--- config.mk ---
export PLATFORM = sky130hd
export DESIGN_NAME = alarm_ctrl
export DESIGN_NICKNAME = d
export VERILOG_FILES = /design/src/rtl/clock_pkg.sv /design/src/rtl/alarm_ctrl_push_edge.sv /design/src/rtl/alarm_ctrl.sv
export SDC_FILE = /design/constraint.sdc
export NUM_CORES = 1
export LEC_CHECK = 0
export CAP_MARGIN = 20
export CORE_ASPECT_RATIO = 1.1
export CORE_MARGIN = 2
export CORE_UTILIZATION = 37
export DETAILED_ROUTE_END_ITERATION = 12
export GPL_ROUTABILITY_DRIVEN = 0
export PLACE_DENSITY = 0.65
export SYNTH_ARGS = -nofsm -noshare
export SYNTH_HDL_FRONTEND = slang
export SYNTH_SLANG_ARGS = --single-unit
--- constraint.sdc ---
create_clock -name clk -period 5.65 [get_ports clk]
set_input_delay 0.8475 -clock clk [delete_from_list [all_inputs] [get_ports clk]]
set_output_delay 0.8475 -clock clk [all_outputs]
set_load 0.005 [all_outputs]
--- src/rtl/clock_pkg.sv ---
// Shared types and default timing constants for the alarm controller.
package clock_pkg;

  typedef enum logic [1:0] {
    ST_IDLE    = 2'd0,
    ST_RINGING = 2'd1,
    ST_SNOOZE  = 2'd2
  } alarm_state_t;

  typedef logic [3:0] bcd_t;

  localparam int RING_SECS_DEF   = 60;
  localparam int SNOOZE_SECS_DEF = 300;
  localparam int MAX_SNOOZE_DEF  = 3;

endpackage

--- src/rtl/alarm_ctrl_push_edge.sv ---
// Two-flop synchronizer for an active-low pushbutton, emitting a one-clk pulse
// on each synchronized press (1 -> 0 transition).
module push_edge (
  input  logic clk,
  input  logic reset,
  input  logic push,
  output logic press
);

  logic sync1;
  logic sync2;
  logic prev;

  // NOTE: sequential state uses non-blocking assignments so every flop samples
  // the pre-edge value of its neighbour, which is what makes a synchronizer chain.
  always_ff @(posedge clk) begin
    if (reset) begin
      sync1 <= 1'b1;
      sync2 <= 1'b1;
      prev  <= 1'b1;
    end else begin
      sync1 <= push;
      sync2 <= sync1;
      prev  <= sync2;
    end
  end

  assign press = prev & ~sync2;

endmodule

--- src/rtl/alarm_ctrl.sv ---
// Alarm clock controller: triggers on the rising edge of a time/alarm match,
// rings with a gated beep, supports limited snoozes and stop.
module alarm_ctrl
  import clock_pkg::*;
#(
  parameter int RING_SECS   = RING_SECS_DEF,
  parameter int SNOOZE_SECS = SNOOZE_SECS_DEF,
  parameter int MAX_SNOOZE  = MAX_SNOOZE_DEF
) (
  input  logic       clk,
  input  logic       reset,
  input  logic       tick_1hz,
  input  logic [3:0] t_h1,
  input  logic [3:0] t_h0,
  input  logic [3:0] t_m1,
  input  logic [3:0] t_m0,
  input  logic [3:0] s2h1,
  input  logic [3:0] s2h0,
  input  logic [3:0] s2m1,
  input  logic [3:0] s2m0,
  input  logic       switch,
  input  logic       push_snooze,
  input  logic       push_stop,
  output logic       buzzer,
  output logic       ringing,
  output logic       snoozing,
  output logic [1:0] snooze_cnt
);

  localparam int CNT_MAX = (RING_SECS > SNOOZE_SECS) ? RING_SECS : SNOOZE_SECS;
  localparam int CNT_W   = (CNT_MAX > 1) ? $clog2(CNT_MAX) : 1;

  localparam logic [CNT_W-1:0] RING_LAST   = CNT_W'(RING_SECS - 1);
  localparam logic [CNT_W-1:0] SNOOZE_LAST = CNT_W'(SNOOZE_SECS - 1);
  localparam logic [1:0]       SNOOZE_LIM  = 2'(MAX_SNOOZE);

  alarm_state_t     state_q, state_d;
  logic [CNT_W-1:0] sec_q, sec_d;
  logic [1:0]       snz_q, snz_d;
  logic             beep_q, beep_d;
  logic             match, match_q, trigger;
  logic             snooze_press, stop_press;

  push_edge u_snooze (.clk(clk), .reset(reset), .push(push_snooze), .press(snooze_press));
  push_edge u_stop   (.clk(clk), .reset(reset), .push(push_stop),   .press(stop_press));

  assign match   = (t_h1 == s2h1) && (t_h0 == s2h0) && (t_m1 == s2m1) && (t_m0 == s2m0);
  assign trigger = match & ~match_q & switch;

  // NOTE: every signal driven here gets a default first, so no path leaves one
  // unassigned and no latch is inferred.
  always_comb begin
    state_d = state_q;
    sec_d   = sec_q;
    snz_d   = snz_q;
    beep_d  = beep_q;
    if (!switch) begin
      state_d = ST_IDLE;
      sec_d   = '0;
      snz_d   = '0;
      beep_d  = 1'b0;
    end else begin
      unique case (state_q)
        ST_IDLE: begin
          if (trigger) begin
            state_d = ST_RINGING;
            sec_d   = '0;
            snz_d   = '0;
            beep_d  = 1'b0;
          end
        end
        ST_RINGING: begin
          if (stop_press) begin
            state_d = ST_IDLE;
            sec_d   = '0;
            snz_d   = '0;
          end else if (snooze_press && (snz_q < SNOOZE_LIM)) begin
            state_d = ST_SNOOZE;
            sec_d   = '0;
            snz_d   = snz_q + 2'd1;
          end else if (tick_1hz) begin
            beep_d = ~beep_q;
            if (sec_q == RING_LAST) begin
              state_d = ST_IDLE;
              sec_d   = '0;
            end else begin
              sec_d = sec_q + 1'b1;
            end
          end
        end
        ST_SNOOZE: begin
          if (stop_press) begin
            state_d = ST_IDLE;
            sec_d   = '0;
            snz_d   = '0;
          end else if (tick_1hz) begin
            if (sec_q == SNOOZE_LAST) begin
              state_d = ST_RINGING;
              sec_d   = '0;
              beep_d  = 1'b0;
            end else begin
              sec_d = sec_q + 1'b1;
            end
          end
        end
        default: begin
          state_d = ST_IDLE;
          sec_d   = '0;
          snz_d   = '0;
          beep_d  = 1'b0;
        end
      endcase
    end
  end

  always_ff @(posedge clk) begin
    if (reset) begin
      state_q <= ST_IDLE;
      sec_q   <= '0;
      snz_q   <= '0;
      beep_q  <= 1'b0;
      match_q <= 1'b0;
    end else begin
      state_q <= state_d;
      sec_q   <= sec_d;
      snz_q   <= snz_d;
      beep_q  <= beep_d;
      match_q <= match;
    end
  end

  // Outputs decode registered state only, so they change one clk after the cause.
  assign ringing    = (state_q == ST_RINGING);
  assign snoozing   = (state_q == ST_SNOOZE);
  assign buzzer     = ringing & ~beep_q;
  assign snooze_cnt = snz_q;

endmodule

After elaboration in Yosys (flattened, before gate mapping)
Index checks and enable logic that the tools add are counted.
{"block": "totals", "n_memories": 0, "input_bits": 38, "output_inout_bits": 5, "rom_bits": 0, "register_bits": 21, "word_cells": 86, "ramBits": 0, "latchBits": 0}
{"block": "classes", "bitwise": 10, "n_lt_le_gt_ge": 1, "div_mod_pow": 0, "reduce_logical": 10, "n_addsub": 2, "shift": 0, "mul": 0, "eq_ne": 21, "n_mux": 31}
{"operator": "9-bit two-way mux", "n": 8}
{"operator": "9-bit case mux with 3 select lines", "n": 1}
{"operator": "2-bit two-way mux", "n": 12}
{"operator": "4-bit == test", "n": 4}
{"operator": "2-bit != test, second input constant", "n": 6}
{"operator": "2-bit case mux with 3 select lines", "n": 2}
{"operator": "9-bit by 1-bit adder with 9-bit output, second input constant", "n": 1}
{"operator": "9-bit by 6-bit == test with 1-bit output, second input constant", "n": 1}
{"operator": "9-bit == test, second input constant", "n": 1}
{"operator": "1-bit two-way mux", "n": 7}
{"operator": "7-bit AND reduction", "n": 1}
{"operator": "3-bit by 1-bit != test with 1-bit output, second input constant", "n": 2}
{"operator": "3-bit AND reduction", "n": 2}
{"operator": "1-bit bitwise AND", "n": 5}
{"operator": "1-bit NOT", "n": 5}
{"operator": "5-bit AND reduction", "n": 1}
{"operator": "1-bit logical AND", "n": 4}
{"operator": "2-bit by 1-bit != test with 1-bit output, second input constant", "n": 2}
{"operator": "4-bit by 1-bit != test with 1-bit output, second input constant", "n": 1}
{"operator": "4-bit by 2-bit != test with 1-bit output, second input constant", "n": 1}
{"operator": "3-bit by 2-bit != test with 1-bit output, second input constant", "n": 1}
{"operator": "1-bit case mux with 3 select lines", "n": 1}
{"operator": "2-bit by 1-bit adder with 2-bit output, second input constant", "n": 1}
{"operator": "2-bit by 1-bit == test with 1-bit output, second input constant", "n": 1}
{"operator": "other kinds (4)", "n": 4}

Logic depth before layout (Yosys ltp)
Gate-level depths: netlist of the first run.
{"block": "depth", "depth_word": 8, "mapped_depth": 7, "ltp_nobuf": 7}

Cells and area by module
From an unflattened synthesis of the first run, not the netlist that was laid out.
{"block": "unflattened", "hier_cells": 158, "hier_area_um2": 1375.1}
{"mod": "alarm_ctrl", "n_inst": 1, "cells_each": 144, "area_each_um2": 1204.9, "seq_area_each_um2": 300.3}
{"mod": "push_edge", "n_inst": 2, "cells_each": 7, "area_each_um2": 85.1, "seq_area_each_um2": 60.1}

Worst setup path after synthesis of the first run
Ideal clock, no wire load.
{"block": "synth_timing", "kind": "input to register", "from": "in s2m1[1]", "to": "reg sec_q[3]", "setup_ns": 0.062, "arrival_time_ns": 2.267, "path_buffers": 0, "cell_stages": 6, "slack_ns": 3.321, "required_ns": 5.588, "cell_sequence": "xor2_1 nor4_1 nand4_1 o21a_1 nor3_1 a32o_1"}
{"block": "synth_between", "elab_chain_cells": 7}
{"item": "from (decl)", "line_no": "alarm_ctrl.sv:19", "text": "input logic [3:0] s2m1,"}
{"item": "4-bit == test", "line_no": "alarm_ctrl.sv:47", "text": "assign match = (t_h1 == s2h1) && (t_h0 == s2h0) && (t_m1 == s2m1) && (t_m0 == s2m0);"}
{"item": "1-bit logical AND (2 in a row)", "line_no": "alarm_ctrl.sv:47"}
{"item": "1-bit bitwise AND (2 in a row)", "line_no": "alarm_ctrl.sv:48", "text": "assign trigger = match & ~match_q & switch;"}
{"item": "2-bit != test (no source line)"}
{"item": "3-bit AND reduction (no source line)"}
{"item": "to (signal assigned)", "line_no": "alarm_ctrl.sv:119", "text": "sec_q <= '0;"}
{"item": "to (signal assigned)", "line_no": "alarm_ctrl.sv:125", "text": "sec_q <= sec_d;"}
{"item": "to (decl)", "line_no": "alarm_ctrl.sv:38", "text": "logic [CNT_W-1:0] sec_q, sec_d;"}
Every way passes these cells.
A chain may end at the register's enable or synchronous reset.

Worst setup path after layout of the first run
{"block": "layout_timing", "from": "in s2m1[0]", "to": "reg sec_q[5]"}
The elaborated chain is that of the path after synthesis.

==> flow_metrics.py, run 1 <==
metrics = {
    "outcome": {
        "status": "completed",
    },
    "routing": {
        "dr.pass1.iters": 4,
        "top_layer": "met4",
        "viasPerCell": 5.69,
        "wl_met2_mm": 1.66,
        "drtIter0Drc": 61,
        "drc_errors": 0,
        "via_count": 1258,
        "wl_met1_mm": 1.29,
        "postRouteAntennaNets": 0,
        "wl_met3_um": 178,
        "routed_wl_mm": 3.18,
        "wl_per_cell_um": 14.4,
    },
    "timing": {
        "slew_viol_final": 0,
        "fin_crit_ns": 2.86,
        "setup_viol_count_final": 0,
        "rsz0062_at_grt": "no",
        "fin_tns_setup_ns": 0,
        "post-route-period-util_pct": 50.7,
        "skew_ns": 0.00801,
        "tightestPinTransition_ns": 1.07,
        "fmax_mhz": 349,
        "timing_hold_violations_final": 0,
        "maxSlewHeadroom_pct": 28.3,
    },
    "logic_synthesis": {
        "synth_top_family_by_area": "simple AND/OR/NAND/NOR gates",
        "postSynthAreaPerCell_um2": 8.95,
        "ys_async_sr_fraction_pct": 0,
        "synth.area.mux_share_pct": 3.17,
        "ys_ff_latch": 21,
        "synthesis.area_um2": 1260,
        "synth_nets": 185,
        "synth_compound_area_share_pct": 16.3,
        "synth-seq-area-share_pct": 33.3,
        "synth_warnings": 0,
        "synthAdderAreaFrac_pct": 5.95,
        "synth-main-ff-cell": "dfxtp_1",
        "synth_edf_count": 0,
        "synth_area_leader_cell": "dfxtp_1",
        "synth-simple-area-share_pct": 28.6,
        "synthXorXnorAreaFrac_pct": 11.1,
        "synth_top_area_share_pct": 33.3,
        "post_synth_inst_count": 141,
        "yosys-top-cells-area": "dfxtp_1, xor2_1, ha_1",
        "ys_types": 38,
    },
    "die": {
        "chipHeight_um": 65.3,
        "dieArea_um2": 3900,
        "die_w_um": 59.7,
        "fp.coreArea_um2": 3300,
        "initial_core_util_pct": 38.2,
        "rows": 22,
        "io_pins": 43,
    },
    "critical_path": {
        "cp_max_fo": 8,
        "cp_data_required_time_ns": 5.91,
        "endpoint_kind": "flip-flop",
        "crit_arrival_ns": 3.12,
        "crit_type": "in -> reg",
        "startpoint_type": "primary input",
    },
    "min_path": {
        "hp-class": "reg -> reg",
    },
    "clock_tree": {
        "cts_buffers": 3,
        "cts_root_buf": "clkbuf_4",
        "cts_sinks": 21,
        "cts.path.max_buffers": 2,
        "clkTransAtPathRegs_ns": 0.12,
        "cts_tree": "built",
        "cts-resized-gates": 0,
        "cts_htree_levels": 1,
        "cts-hold-fix-buffers": 0,
        "postCtsSetupRepairBufs": 0,
        "clkLatencyLatePin_ns": 0.31,
    },
    "grt": {
        "grtUsageTotal_pct": 18.6,
        "grt_pass1_vias": 1306,
        "grt_max_degree": 15,
        "antenna_found_initial": 0,
        "grt_pass1_wl_mm": 5.53,
        "overflow": 0,
    },
    "pwr": {
        "p_int_w": 0.000207,
        "combPwrFrac_pct": 16.6,
        "cellLeakagePower_nw": 0.635,
        "power_switching_w": 0.0000606,
        "peakVddDrop_mv": 0.121,
        "seqPwrFrac_pct": 56.1,
        "p_per_area_nw_per_um2": 154,
        "p_total_w": 0.000268,
        "switching_share_pct": 22.6,
        "power.share.clock_pct": 27.4,
    },
    "finish": {
        "num_antenna_cells": 0,
        "synthToLayoutAreaGrowth_pct": 38.0,
        "nFillCells": 314,
        "layout.nets": 230,
        "final_common_cell": "clkdlybuf4s50_1",
        "drive_gt1_share_pct": 8.11,
        "finish.instance_area_um2": 1740,
        "seqCellArea_um2": 420,
        "multiInputGateArea_um2": 822,
        "mostFrequentLayoutCells": "clkdlybuf4s50_1, dfxtp_1, xor2_1",
    },
    "place": {
        "place_area_um2": 1720,
        "hpwlAfterDp_mm": 2.58,
        "io_buffers": 42,
    },
    "run": {
        "cap_viol_max_count": 0,
    },
}
-- final cells by class --
cell class	instances	area share (%)
Sequential cell	21	24.1
Clock buffer	4	1.51
Tap cell	36	2.59
Multi-Input combinational cell	116	47.2
Inverter	2	0.431
Timing Repair Buffer	42	24.1
-- per-stage QoR --
step | setup WS [ns] | hold slack [ns] | instances | utilization (%)
floorplan | 3.32 | 0.389 | 141 | -
global placement | 2.42 | 0.392 | 217 | 51.9
detailed placement | 2.46 | 0.403 | 217 | 51.9
CTS | 2.79 | 0.432 | 221 | 52.7
global route | 2.55 | 0.436 | 221 | 52.7
finish | 2.79 | 0.424 | 221 | 52.7
-- routing by layer --
layer	GRT usage, %	vias up
li1	-	613
met1	20.0	586
met2	33.2	53
met3	5.71	6
met4	6.94	0
met5	0	-
-- state kept, by name (all words and copies together), names as in the netlist --
register        flops
beep_q              1
match_q             1
sec_q               9
snooze_cnt          2
state_q             2
u_snooze.prev       1
u_snooze.sync1      1
u_snooze.sync2      1
u_stop.prev         1
u_stop.sync1        1
u_stop.sync2        1
-- critical path: stages --
cell             delay [ns]
clkdlybuf4s50_1        0.43
xor2_1                 0.16
nor4_1                 0.32
nand4_1                0.19
o21a_1                 0.32
nor3_1                 0.63
a32o_1                 0.22
-- worst paths after layout --
| kind | start | end | slack (ns) | cells after the start |
|---|---|---|---|---|
| worst max-delay path | s2m1[0] | sec_q[5] | 2.79 | 7 |
| worst min-delay path | u_snooze.sync1 | u_snooze.sync2 | 0.42 | 1 |
| worst max register to register | state_q[1] | sec_q[5] | 3.35 | 7 |
| worst min register to register | u_snooze.sync1 | u_snooze.sync2 | 0.42 | 1 |
-- power by group through the flow --
stage,Combinational (W),Clock [W],Sequential [W]
6_report,0.0000443,0.0000733,0.000150
5_1_grt,0.0000486,0.0000837,0.000150
4_1_cts,0.0000449,0.0000773,0.000150
3_5_place_dp,0.0000448,0,0.000154
3_3_place_gp,0.0000439,0,0.000153
2_1_floorplan,0.0000142,0,0.000153
-- cell usage after synthesis, types with 3 or more instances --
| cell | number |
|---|---|
| or3_1 | 3 |
| nor3b_1 | 3 |
| o211ai_1 | 4 |
| nor2_1 | 4 |
| nor4_1 | 5 |
| or4_1 | 3 |
| mux2i_1 | 4 |
| ha_1 | 6 |
| nand2_1 | 14 |
| a21oi_1 | 4 |
| a32o_1 | 5 |
| dfxtp_1 | 21 |
| or2_2 | 7 |
| nand3_1 | 5 |
| nand4_1 | 3 |
| nor3_1 | 6 |
| xor2_1 | 16 |
-- cells by family after synthesis --
logic type,count (synthesis)
fa+ha+maj,6
mux,4
simple gates,64
flops,21
compound gates,26
buf+inv,4
xor+xnor,16
Power figures use the tool's default switching activity.
==> inputs of run 2 (changes only) <==
PLACE_DENSITY = 0.68   (was 0.65)
clock period = 2.6 ns   (was 5.65 ns; I/O delays follow)
==> flow_metrics.py, run 2 (synthesis results as in run 1) <==
metrics = {
    "outcome": {
        "status": "completed",
    },
    "finish": {
        "largest_reg_flops": 9,
        "mostFrequentLayoutCells": "clkdlybuf4s50_1, dfxtp_1, xor2_1",
        "postLayoutCoreUtil_pct": 53.6,
        "final_common_cell": "clkdlybuf4s50_1",
        "num_antenna_cells": 0,
        "drive_gt1_share_pct": 10.1,
        "top_register": "sec_q",
        "synthToLayoutAreaGrowth_pct": 40.3,
        "layout.nets": 234,
    },
    "grt": {
        "antenna_found_initial": 0,
        "grt_pass1_vias": 1314,
        "grt_max_degree": 15,
        "grt_pass1_wl_mm": 5.61,
        "grtUsageTotal_pct": 18.4,
        "overflow": 0,
    },
    "timing": {
        "post-route-period-util_pct": 85.9,
        "fin_tns_setup_ns": 0,
        "maxSlewHeadroom_pct": 67.7,
        "slew_viol_final": 0,
        "worst_slack_ns": 0.366,
        "skew_ns": 0.00632,
        "timing_hold_violations_final": 0,
        "whs_ns": 0.425,
        "fmax_mhz": 448,
        "setup_viol_count_final": 0,
        "rsz0062_at_grt": "no",
        "tightestPinTransition_ns": 0.482,
        "fin_crit_ns": 2.23,
    },
    "routing": {
        "drtIter0Drc": 66,
        "wl_per_cell_um": 14.3,
        "drc_errors": 0,
        "postRouteAntennaNets": 0,
        "routed_wl_mm": 3.22,
        "dr.pass1.iters": 4,
        "via_count": 1271,
        "viasPerCell": 5.65,
    },
    "critical_path": {
        "cp_max_fo": 8,
        "crit_type": "in -> reg",
        "endpoint_kind": "flip-flop",
        "crit_arrival_ns": 2.46,
        "cp_data_required_time_ns": 2.83,
        "startpoint_type": "primary input",
    },
    "die": {
        "die_w_um": 59.7,
        "fp.coreArea_um2": 3300,
        "chipHeight_um": 65.3,
        "rows": 22,
        "io_pins": 43,
        "initial_core_util_pct": 38.2,
        "dieArea_um2": 3900,
    },
    "clock_tree": {
        "cts.path.max_buffers": 2,
        "cts_sinks": 21,
        "cts_tree": "built",
        "cts_buffers": 3,
        "cts_htree_levels": 1,
        "clkTransAtPathRegs_ns": 0.11,
        "cts-resized-gates": 0,
        "cts_root_buf": "clkbuf_4",
        "clkLatencyLatePin_ns": 0.30,
        "cts-hold-fix-buffers": 0,
        "postCtsSetupRepairBufs": 0,
    },
    "pwr": {
        "p_per_area_nw_per_um2": 329,
        "peakVddDrop_mv": 0.342,
        "cellLeakagePower_nw": 0.656,
    },
    "place": {
        "hpwlAfterDp_mm": 2.66,
        "io_buffers": 42,
        "preCtsSetupSlack_ns": 0.0372,
    },
    "min_path": {
        "hp-class": "reg -> reg",
    },
    "run": {
        "cap_viol_max_count": 0,
    },
}
[run 2: layer usage]
metal	share of wire, %	routed length (um)	vias up	GRT usage (%)
met5	0	0	-	0
met4	1.1	34	0	3.89
met3	6.6	211	6	4.72
met1	40	1300	588	21.0
li1	-	-	620	-
met2	52	1670	57	33.6
[run 2: critical path, stage by stage]
cell and delay, ns:
clkdlybuf4s50_1 0.42, xor2_1 0.16, nor4_1 0.36, nand4_1 0.20
o21a_1 0.32, nor3_1 0.35, mux2i_1 0.26
[run 2: power by group]
part / total [W] / switching (W) / internal [W]
clock: 0.000157 / 0.0000977 / 0.0000598
combinational: 0.0000991 / 0.0000320 / 0.0000671
sequential: 0.000326 / 0.00000105 / 0.000325
[run 2: final cells by class]
class / count / area, um2
clock buffers: 4 / 26.3
fillers: 311 / 1530
inverters: 2 / 7.51
multi-input cells: 116 / 822
flip-flops and latches: 21 / 420
well taps: 36 / 45.0
repair buffers: 46 / 450
[run 2: worst paths after layout]
path,startpoint,to,slack [ns],depth (start not counted)
setup / recovery,s2m1[0],state_q[1],0.37,7
hold / removal,u_stop.sync1,u_stop.sync2,0.43,1
setup reg to reg,sec_q[6],sec_q[2],0.41,7
hold reg to reg,u_stop.sync1,u_stop.sync2,0.43,1
[run 2: stage by stage]
| step | area, um2 | total power [W] | cells |
|---|---|---|---|
| floorplan | 1260 | 0.000364 | 141 |
| global placement | 1750 | 0.000431 | 221 |
| detailed placement | 1750 | 0.000434 | 221 |
| CTS | 1770 | 0.000590 | 225 |
| global route | 1770 | 0.000610 | 225 |
| finish | 1770 | 0.000583 | 225 |
